[src/rtl/adam_periph_uart_pkg.sv]
// Shared definitions for the ADAM UART peripheral: FSM state codes,
// parity encodings and a parity helper used by both tx and rx.
package adam_periph_uart_pkg;

  localparam logic [2:0] UART_IDLE   = 3'd0;
  localparam logic [2:0] UART_START  = 3'd1;
  localparam logic [2:0] UART_DATA   = 3'd2;
  localparam logic [2:0] UART_PARITY = 3'd3;
  localparam logic [2:0] UART_STOP   = 3'd4;
  localparam logic [2:0] UART_PAUSED = 3'd5;

  localparam logic PARITY_EVEN = 1'b0;
  localparam logic PARITY_ODD  = 1'b1;

  // Parity over the low `len` bits; odd parity inverts the even result.
  function automatic logic data_parity(input logic [15:0] word,
                                       input logic [3:0]  len,
                                       input logic        sel);
    logic acc;
    acc = (sel == PARITY_ODD);
    for (int i = 0; i < 16; i++) begin
      if (i < int'(len)) acc = acc ^ word[i];
    end
    return acc;
  endfunction

endpackage

[src/rtl/adam_periph_uart_baud.sv]
// Per-bit tick generator: counts clocks while enabled and pulses `tick`
// on the last clock of each bit time. A zero cycle count acts as one.
module adam_periph_uart_baud #(
  parameter int DATA_WIDTH = 32
) (
  input  logic                  clk,
  input  logic                  rst,
  input  logic                  enable,
  input  logic [DATA_WIDTH-1:0] cycles,
  output logic                  tick
);

  localparam logic [DATA_WIDTH-1:0] ONE = {{(DATA_WIDTH-1){1'b0}}, 1'b1};

  logic [DATA_WIDTH-1:0] count;
  logic [DATA_WIDTH-1:0] limit;

  assign limit = (cycles == '0) ? ONE : cycles;
  assign tick  = enable && (count == limit - ONE);

  // Restarting on every tick keeps each bit exactly `limit` clocks long.
  always_ff @(posedge clk or posedge rst) begin
    if (rst) begin
      count <= '0;
    end else if (!enable || tick) begin
      count <= '0;
    end else begin
      count <= count + ONE;
    end
  end

endmodule

[src/rtl/adam_periph_uart_tx.sv]
// UART transmitter: accepts words on a valid/ready stream and serialises
// them as start, LSB-first data, optional parity and 1..4 stop bits.
module adam_periph_uart_tx
  import adam_periph_uart_pkg::*;
#(
  parameter int DATA_WIDTH = 32
) (
  input  logic                  clk,
  input  logic                  rst,
  input  logic                  pause_req,
  output logic                  pause_ack,
  input  logic                  parity_select,
  input  logic                  parity_control,
  input  logic [3:0]            data_length,
  input  logic [1:0]            stop_bits,
  input  logic [DATA_WIDTH-1:0] baud_rate,
  input  logic [DATA_WIDTH-1:0] data,
  input  logic                  data_valid,
  output logic                  data_ready,
  output logic                  tx
);

  logic [2:0]            state;
  logic [DATA_WIDTH-1:0] shift;
  logic [DATA_WIDTH-1:0] baud_q;
  logic [3:0]            len_q;
  logic [3:0]            bit_cnt;
  logic [1:0]            stop_q;
  logic [1:0]            stop_cnt;
  logic                  par_en_q;
  logic                  par_bit_q;
  logic                  bit_tick;
  logic                  busy;
  logic [2:0]            post_data_state;
  logic                  post_data_tx;

  // Held low through reset so nothing is accepted before the FSM is live.
  assign data_ready = (state == UART_IDLE) && !pause_req && !rst;
  assign busy = (state == UART_START) || (state == UART_DATA) ||
                (state == UART_PARITY) || (state == UART_STOP);

  always_comb begin
    post_data_state = par_en_q ? UART_PARITY : UART_STOP;
    post_data_tx    = par_en_q ? par_bit_q : 1'b1;
  end

  adam_periph_uart_baud #(
    .DATA_WIDTH(DATA_WIDTH)
  ) u_baud (
    .clk   (clk),
    .rst   (rst),
    .enable(busy),
    .cycles(baud_q),
    .tick  (bit_tick)
  );

  // Frame config is captured at accept so mid-frame changes are ignored.
  always_ff @(posedge clk or posedge rst) begin
    if (rst) begin
      state     <= UART_IDLE;
      tx        <= 1'b1;
      pause_ack <= 1'b0;
      shift     <= '0;
      baud_q    <= '0;
      len_q     <= '0;
      bit_cnt   <= '0;
      stop_q    <= '0;
      stop_cnt  <= '0;
      par_en_q  <= 1'b0;
      par_bit_q <= 1'b0;
    end else begin
      case (state)
        UART_IDLE: begin
          tx <= 1'b1;
          if (pause_req) begin
            state     <= UART_PAUSED;
            pause_ack <= 1'b1;
          end else if (data_valid) begin
            state     <= UART_START;
            tx        <= 1'b0;
            shift     <= data;
            baud_q    <= baud_rate;
            len_q     <= data_length;
            stop_q    <= stop_bits;
            par_en_q  <= parity_control;
            par_bit_q <= data_parity(data[15:0], data_length, parity_select);
            bit_cnt   <= '0;
            stop_cnt  <= '0;
          end
        end
        UART_START: begin
          if (bit_tick) begin
            if (len_q != 4'd0) begin
              state   <= UART_DATA;
              tx      <= shift[0];
              bit_cnt <= '0;
            end else begin
              state    <= post_data_state;
              tx       <= post_data_tx;
              stop_cnt <= '0;
            end
          end
        end
        UART_DATA: begin
          if (bit_tick) begin
            if (bit_cnt == len_q - 4'd1) begin
              state    <= post_data_state;
              tx       <= post_data_tx;
              stop_cnt <= '0;
            end else begin
              bit_cnt <= bit_cnt + 4'd1;
              shift   <= shift >> 1;
              tx      <= shift[1];
            end
          end
        end
        UART_PARITY: begin
          if (bit_tick) begin
            state    <= UART_STOP;
            tx       <= 1'b1;
            stop_cnt <= '0;
          end
        end
        UART_STOP: begin
          if (bit_tick) begin
            if (stop_cnt == stop_q) begin
              state <= UART_IDLE;
            end else begin
              stop_cnt <= stop_cnt + 2'd1;
            end
          end
        end
        UART_PAUSED: begin
          tx <= 1'b1;
          if (!pause_req) begin
            state     <= UART_IDLE;
            pause_ack <= 1'b0;
          end
        end
        default: begin
          state     <= UART_IDLE;
          tx        <= 1'b1;
          pause_ack <= 1'b0;
        end
      endcase
    end
  end

endmodule
[config.mk]
export PLATFORM = sky130hd
export DESIGN_NAME = adam_periph_uart_tx
export DESIGN_NICKNAME = d
export VERILOG_FILES = /design/src/rtl/adam_periph_uart_pkg.sv /design/src/rtl/adam_periph_uart_baud.sv /design/src/rtl/adam_periph_uart_tx.sv
export SDC_FILE = /design/constraint.sdc
export NUM_CORES = 1
export LEC_CHECK = 0
export ABC_AREA = 1
export CORE_AREA = 2 2 122 124
export DETAILED_ROUTE_END_ITERATION = 10
export DIE_AREA = 0 0 124 126
export PLACE_DENSITY = 0.74
export SYNTH_ARGS = -nofsm -noshare
export SYNTH_HDL_FRONTEND = slang
export SYNTH_SLANG_ARGS = --single-unit
export TNS_END_PERCENT = 100
[constraint.sdc]
create_clock -name clk -period 3.7 [get_ports clk]
set_clock_uncertainty 0.1 [all_clocks]
set_input_delay 0.74 -clock clk [delete_from_list [all_inputs] [get_ports clk]]
set_output_delay 0.74 -clock clk [all_outputs]
set_load 0.05 [all_outputs]
==> run_results.csv, run 1 <==
group,metric,value,unit
status,status,"finished, final reports clean",
power,power_leakage,4.21,nW
timing,period_minus_slack,3.48,ns
cells_and_area,drive_gt1_share,7.98,%
detailed_routing,vias,6946,
clock_network,cts_buffers,17,
timing,maxSlewHeadroom,55.9,%
setup_path,worstPathMaxFanout,32,
global_route,grt_pass1_vias,6606,
cells_and_area,area_growth,22.8,%
setup_path,critical_path_depth,21,
detailed_routing,drc,0,
timing,setup_viol,0,
clock_network,insertion_delay,0.43,ns
placement,gp_congestion,0.957,
setup_path,setup.worst_path.end,"shift[21]",
worst_hold_path,hp-class,"reg2reg",
global_route,grt_pass1_wl,31700,um
clock_network,cts.clk_slew.worst_paths,0.06,ns
global_route,grt_max_degree,73,
setup_path,crit_top_cell,"nand2_1",
setup_path,critical_path_buf_inv_count,1,
setup_path,required,3.92,ns
power,ir_drop,0.377,mV
detailed_routing,top_layer_used,"met4",
floorplan,die_area,0.0156,mm^2
setup_path,crit_family,"simple AND/OR/NAND/NOR gates",
timing,clock.fmax,287,MHz
setup_path,crit_path_start_kind,"flip-flop",
global_route,overflow,0,
placement,port_buffers,78,
setup_path,arrival,3.70,ns
yosys,syn_area,0.00734,mm^2
clock_network,h-tree-depth,4,
detailed_routing,routed-wl-met2,8710,um
power,power.density,758,mW/mm^2
detailed_routing,met1_length,8550,um
setup_path,crit_path_max_incr_delay,0.44,ns
global_route,groute.usage.overall,25.8,%
timing,holdWs,0.363,ns
setup_path,cp-end-kind,"flip-flop",
clock_network,postCtsSetupBuffers,0,
floorplan,rows,44,
detailed_routing,drt_iter0_markers,642,
cells_and_area,fin_util,63.0,%
yosys,async_flop_share,100,%
clock_network,cts_sinks,115,
placement,placed_cells,1305,
setup_path,r2r_cells,21,
setup_path,crit_chain,"nor2_1, nand2_1, nor2_1, nand2_1, nor2_2, nor2_2, ha_2, nand2_2, nor2_4, nand2_1, nor2_2, nand3_1, xor2_1, nand4_1, nor2_1, nand3_2, nand2_2, nand2_2, buf_4, nand2_1, nand2_1",
setup_path,reg2reg_from,"baud_q[18]",
timing,tightest_slew,0.656,ns
yosys,synth_seq_area_share,39.2,%
detailed_routing,wl_per_cell,14.1,um
yosys,synth_edf_count,0,
floorplan,fp.coreArea,0.0143,mm^2
floorplan,start_util,51.3,%
clock_network,root_buffer,"clkbuf_16",
detailed_routing,drt_wl_total,18800,um
timing,drv_slew,0,
setup_path,reg2reg_to,"shift[21]",
yosys,synth_nets,1141,
yosys,ys.flop_type,"dfrtp_1",
setup_path,cp_slowest_cell,"dfrtp_1",
floorplan,die_y,126,um
floorplan,io_pins,79,
detailed_routing,vias_per_cell,5.20,
setup_path,critPathLaunch,"baud_q[18]",
cells_and_area,fillers,1320,
detailed_routing,dr_wl_met3,1070,um
yosys,postSynthCellCount,1060,
clock_network,cts_tree,"done",
yosys,ys_ff_latch,115,
timing,period_share,94.1,%
setup_path,regToRegSetupSlack,0.22,ns
clock_network,clock_path_buffers,2,
detailed_routing,final_antenna_net_count,0,
floorplan,die_w,124,um
cells_and_area,diodes,0,
setup_path,criticalPathCategory,"reg2reg",
cells_and_area,fin_nets,1221,
placement,dp_hpwl,13700,um
cells_and_area,final_cells,1337,
global_route,antenna_found_initial,0,
timing,final-hold-violation-count,0,
yosys,synth_area_per_cell,6.93,um^2
run,drv_cap,0,
detailed_routing,first_pass_iters,5,
yosys,ys_warn_count,0,
yosys,post_synth_num_cell_types,40,
[worst min-delay path by stage]
stage                     end  slack [ns]       from  cells past startpoint
floorplan           shift[10]        0.34  shift[10]                      2
global placement    shift[11]        0.35  shift[11]                      2
detailed placement  shift[28]        0.36  shift[28]                      2
CTS                        tx        0.37         tx                      2
global route               tx        0.39         tx                      2
finish                     tx        0.36         tx                      2
[cells in the mapped netlist (2+ instances only)]
master	instances	share of area (%)
a21oi_1	12	0.82
a31oi_1	2	0.17
buf_2	6	0.41
buf_6	3	0.46
clkbuf_1	18	0.92
dfrtp_1	114	39
ha_1	5	0.85
inv_1	97	5.0
inv_2	8	0.41
nand2_1	360	18
nand2_2	6	0.51
nand3_1	83	5.7
nand3_2	3	0.41
nand3b_1	5	0.51
nand4_1	24	2.0
nor2_1	126	6.4
nor2_2	8	0.68
nor2_4	3	0.46
nor3_1	29	2.0
nor3_2	2	0.27
nor3b_1	2	0.20
nor4_1	7	0.60
o211ai_1	3	0.31
o21ai_0	44	3.0
o21ai_1	3	0.20
or2_2	6	0.51
xnor2_1	28	3.3
xor2_1	41	4.9
[per-stage QoR]
stage / area (um^2) / TNS (ns) / total power [mW] / setup slack [ns]
after global placement: 8360 / 0 / 5.01 / 0.187
after detailed placement: 8360 / 0 / 5.06 / 0.151
final: 9020 / 0 / 6.84 / 0.219
after floorplan: 7350 / 0 / 4.27 / 0.750
after CTS: 8980 / 0 / 6.83 / 0.124
after global routing: 9020 / -0.106 / 7.39 / -0.0226
[kinds of logic after synthesis]
kind of cell             share of synthesized area (%)
AO/OA/AOI/OAI                                     5.01
XOR/XNOR                                          8.54
adder cells (fa/ha/maj)                          0.852
buffers and inverters                             7.31
flip-flops                                        39.2
AND/OR/NAND/NOR                                   39.1
[worst reg2reg max path, cell delays in order (launching register included)]
cell and delay, ns:
dfrtp_1 0.44, nor2_1 0.11, nand2_1 0.10, nor2_1 0.05
nand2_1 0.11, nor2_2 0.06, nor2_2 0.19, ha_2 0.26
nand2_2 0.11, nor2_4 0.20, nand2_1 0.13, nor2_2 0.16
nand3_1 0.10, xor2_1 0.15, nand4_1 0.11, nor2_1 0.19
nand3_2 0.21, nand2_2 0.14, nand2_2 0.05, buf_4 0.25
nand2_1 0.12, nand2_1 0.05
[registers in the layout (all words and copies together), names as in the netlist]
name	cells
len_q	4
state	3
stop_cnt	2
bit_cnt	4
tx	1
shift	32
pause_ack	1
u_baud.count	32
stop_q	2
baud_q	32
par_en_q	1
par_bit_q	1
[routing by layer]
metal | up-vias | GRT usage, %
li1 | 3515 | -
met1 | 3176 | 34.9
met2 | 216 | 40.6
met3 | 39 | 5.34
met4 | 0 | 9.65
met5 | - | 0
[power by group]
group	leakage [nW]	switching (mW)	internal, mW
clock network	0.294	0.612	1.12
registers	1.48	0.400	1.71
logic	2.43	1.92	1.08
[layout make-up]
class,count,area (um^2),area share (%)
Clock buffer,22,474,5.26
Clock inverter,10,148,1.64
Inverter,106,402,4.45
Multi-Input combinational cell,811,3980,44.1
Sequential cell,115,2880,32.0
Tap cell,184,230,2.55
Timing Repair Buffer,89,905,10.0
[cells in the final DEF, fill, tap and decap left out, drive strengths merged, types with 7 or more instances in the layout]
| cell type | Yosys | layout |
|---|---|---|
| nand2 | 367 | 367 |
| a21oi | 12 | 12 |
| o21ai | 47 | 47 |
| dfrtp | 114 | 114 |
| nor3 | 31 | 31 |
| buf | 10 | 11 |
| inv | 105 | 106 |
| nor2 | 137 | 137 |
| nand3 | 86 | 86 |
| xnor2 | 28 | 28 |
| clkdlybuf4s50 | 0 | 78 |
| clkbuf | 18 | 22 |
| nand4 | 25 | 25 |
| xor2 | 41 | 41 |
| nor4 | 7 | 7 |
[timing repair]
| item | in CTS | in global routing |
|---|---|---|
| gates resized for setup | 0 | 11 |
| endpoints found under the setup margin | 0 | 73 |
| hold buffers | 0 | 0 |
(Power assumes the default switching activity.)
==> inputs of run 2 (changes only) <==
--- a/config.mk
+++ b/config.mk
@@ -13,4 +13,3 @@
 export SYNTH_ARGS = -nofsm -noshare
 export SYNTH_HDL_FRONTEND = slang
 export SYNTH_SLANG_ARGS = --single-unit
-export TNS_END_PERCENT = 100
==> results of run 2 <==
The final DEF is identical to that of run 1; final timing and power are the same.
==> inputs of run 3 (changes only) <==
==> constraint.sdc (replaced) <==
create_clock -name clk -period 3.2 [get_ports clk]
set_clock_uncertainty 0.1 [all_clocks]
set_input_delay 0.64 -clock clk [delete_from_list [all_inputs] [get_ports clk]]
set_output_delay 0.64 -clock clk [all_outputs]
set_load 0.05 [all_outputs]
==> run 3 against run 2 <==
Compared with the run above:
- hold slack better by 0.0059 ns
- register-to-register slack worse by 0.098 ns
- utilization up 4.8 points
- global-route usage up 0.58 points
- setup slack worse by 0.098 ns
- clock-buffer cell count up 2
- via count up 3.7%
- die area unchanged
- routed wire length up 5.7%
- sequential share of layout area down 2.3 points
- largest power group unchanged
==> run_results.csv, run 3 (synthesized netlist as in run 1, its figures left out) <==
group,metric,value,unit
timing,period_minus_slack,3.08,ns
worst_hold_path,worstHoldStart,"tx",
floorplan,start_util,51.3,%
floorplan,die_w,124,um
global_route,grt_pass1_vias,6943,
placement,pre_cts_ws,-0.129,ns
placement,dp_hpwl,14500,um
cells_and_area,fin_nets,1292,
worst_hold_path,hold-path-cell-count,2,
cells_and_area,diodes,0,
setup_path,cp-end-kind,"flip-flop",
clock_network,cts_buffers,17,
placement,placed_area,0.00882,mm^2
detailed_routing,final_antenna_net_count,0,
cells_and_area,layout_commonest_cell,"nand2_1",
global_route,grt_max_degree,72,
setup_path,crit_chain,"nor2_2, nand2_1, nor2_2, nand2_2, nor2_4, nor2_4, ha_4, nand2_4, nor2_4, nand2_2, xor2_2, xor2_1, nand3b_1, nor2_1, nand2_1, nor2_4, nand3_4, nand2_4, nand2_8, clkbuf_16, nand2_2, nand2_1",
detailed_routing,vias_per_cell,5.13,
setup_path,worstPathMaxFanout,8,
floorplan,rows,44,
setup_path,crit_top_cell,"nor2_4",
clock_network,cts_tree,"done",
detailed_routing,drt_wl_total,19900,um
power,power_leakage,4.59,nW
timing,setup_viol,0,
detailed_routing,drt_iter0_markers,493,
global_route,groute.usage.overall,26.4,%
run,drv_cap,0,
setup_path,reg2reg_to,"shift[21]",
detailed_routing,drc,0,
detailed_routing,wl_per_cell,14.2,um
floorplan,die_area,0.0156,mm^2
setup_path,crit_path_max_incr_delay,0.41,ns
timing,period_share,96.2,%
clock_network,clock_path_buffers,2,
cells_and_area,final_area,0.00971,mm^2
floorplan,die_y,126,um
setup_path,criticalPathCategory,"reg2reg",
detailed_routing,vias,7202,
setup_path,r2r_cells,22,
worst_hold_path,hp-class,"reg2reg",
timing,maxSlewHeadroom,54.9,%
power,ir_drop,0.463,mV
timing,drv_slew,0,
status,status,"finished, final reports clean",
cells_and_area,mostFrequentLayoutCells,"nand2_1, dfrtp_1, nor2_1, inv_1, nand3_1",
placement,gp_congestion,0.940,
cells_and_area,drive_gt1_share,16.0,%
clock_network,root_buffer,"clkbuf_16",
worst_hold_path,whs_endpoint,"tx",
clock_network,cts_sinks,115,
clock_network,insertion_delay,0.43,ns
setup_path,reg2reg_from,"baud_q[7]",
detailed_routing,first_pass_iters,5,
power,power.density,902,mW/mm^2
clock_network,cts.clk_slew.worst_paths,0.05,ns
floorplan,io_pins,79,
power,totalPowerFinal,8.75,mW
setup_path,required,3.41,ns
global_route,grt_pass1_wl,32400,um
global_route,overflow,0,
global_route,antenna_found_initial,0,
clock_network,h-tree-depth,4,
timing,holdWs,0.369,ns
timing,tightest_slew,0.675,ns
timing,clock.fmax,325,MHz
timing,finalWorstSetupSlack,0.121,ns
setup_path,cp_slowest_cell,"dfrtp_1",
setup_path,arrival,3.29,ns
placement,port_buffers,78,
setup_path,regToRegSetupSlack,0.12,ns
timing,final-hold-violation-count,0,
cells_and_area,largestRegisters,"baud_q x32, shift x32, u_baud.count x32",
setup_path,crit_path_start_kind,"flip-flop",
timing,grt_setup_unrepaired,"true",
cells_and_area,area_growth,32.2,%
floorplan,fp.coreArea,0.0143,mm^2
## run 3: metrics by stage
step	instances	utilization (%)	setup TNS, ns
finish	1405	67.8	0
global route	1405	67.8	-1.35
CTS	1394	65.8	0
detailed placement	1363	61.6	-6.61
global placement	1363	61.6	-4.09
floorplan	1060	-	0
## run 3: how the worst max path moves through the flow
stage          cells after the start                to  startpoint
3_3_place_gp                      20  u_baud.count[16]  baud_q[22]
3_5_place_dp                      20  u_baud.count[15]  baud_q[10]
2_1_floorplan                     22          shift[1]  baud_q[10]
6_report                          22         shift[21]   baud_q[7]
4_1_cts                           22         shift[28]  baud_q[18]
5_1_grt                           22         shift[22]   baud_q[6]
## run 3: per-layer routing
metal	vias to the layer above	track usage, %	wire length (um)	part of all wire, %
met5	-	0	0	0
met4	0	11.4	627	3.1
met3	43	5.53	976	4.9
met2	202	42.4	9510	48
met1	3295	34.3	8800	44
li1	3662	-	-	-
## run 3: cell type report
| class | count | area [um^2] |
|---|---|---|
| clock buffer | 24 | 492 |
| timing repair buffer | 160 | 1500 |
| fill | 1231 | 4610 |
| sequential | 115 | 2880 |
| tap | 184 | 230 |
| inverter | 106 | 402 |
| multi-input combinational | 811 | 4160 |
| clock inverter | 5 | 52.6 |
## run 3: worst max-delay path: cells and delay by family (launching register included)
family,cells,cell delay [ns]
adder cells (fa/ha/maj),1,0.18
AND/OR/NAND/NOR,18,1.83
XOR/XNOR,2,0.26
buffers and inverters,1,0.19
flip-flops,1,0.41
## run 3: what timing repair did
item	4_1_cts	5_1_grt
cloned	0	3
setup endpoints to repair	73	74
setup buffers	2	8
resized for setup	11	45
pin swaps	5	17
hold buffers	0	0
## run 3: where the power goes
group          switching, mW  leakage [nW]  internal, mW  total [mW]
combinational           2.67          2.84          1.95        4.62
sequential             0.374          1.48          1.97        2.35
clock                  0.651         0.268          1.13        1.78
total                   3.70          4.59          5.05        8.75
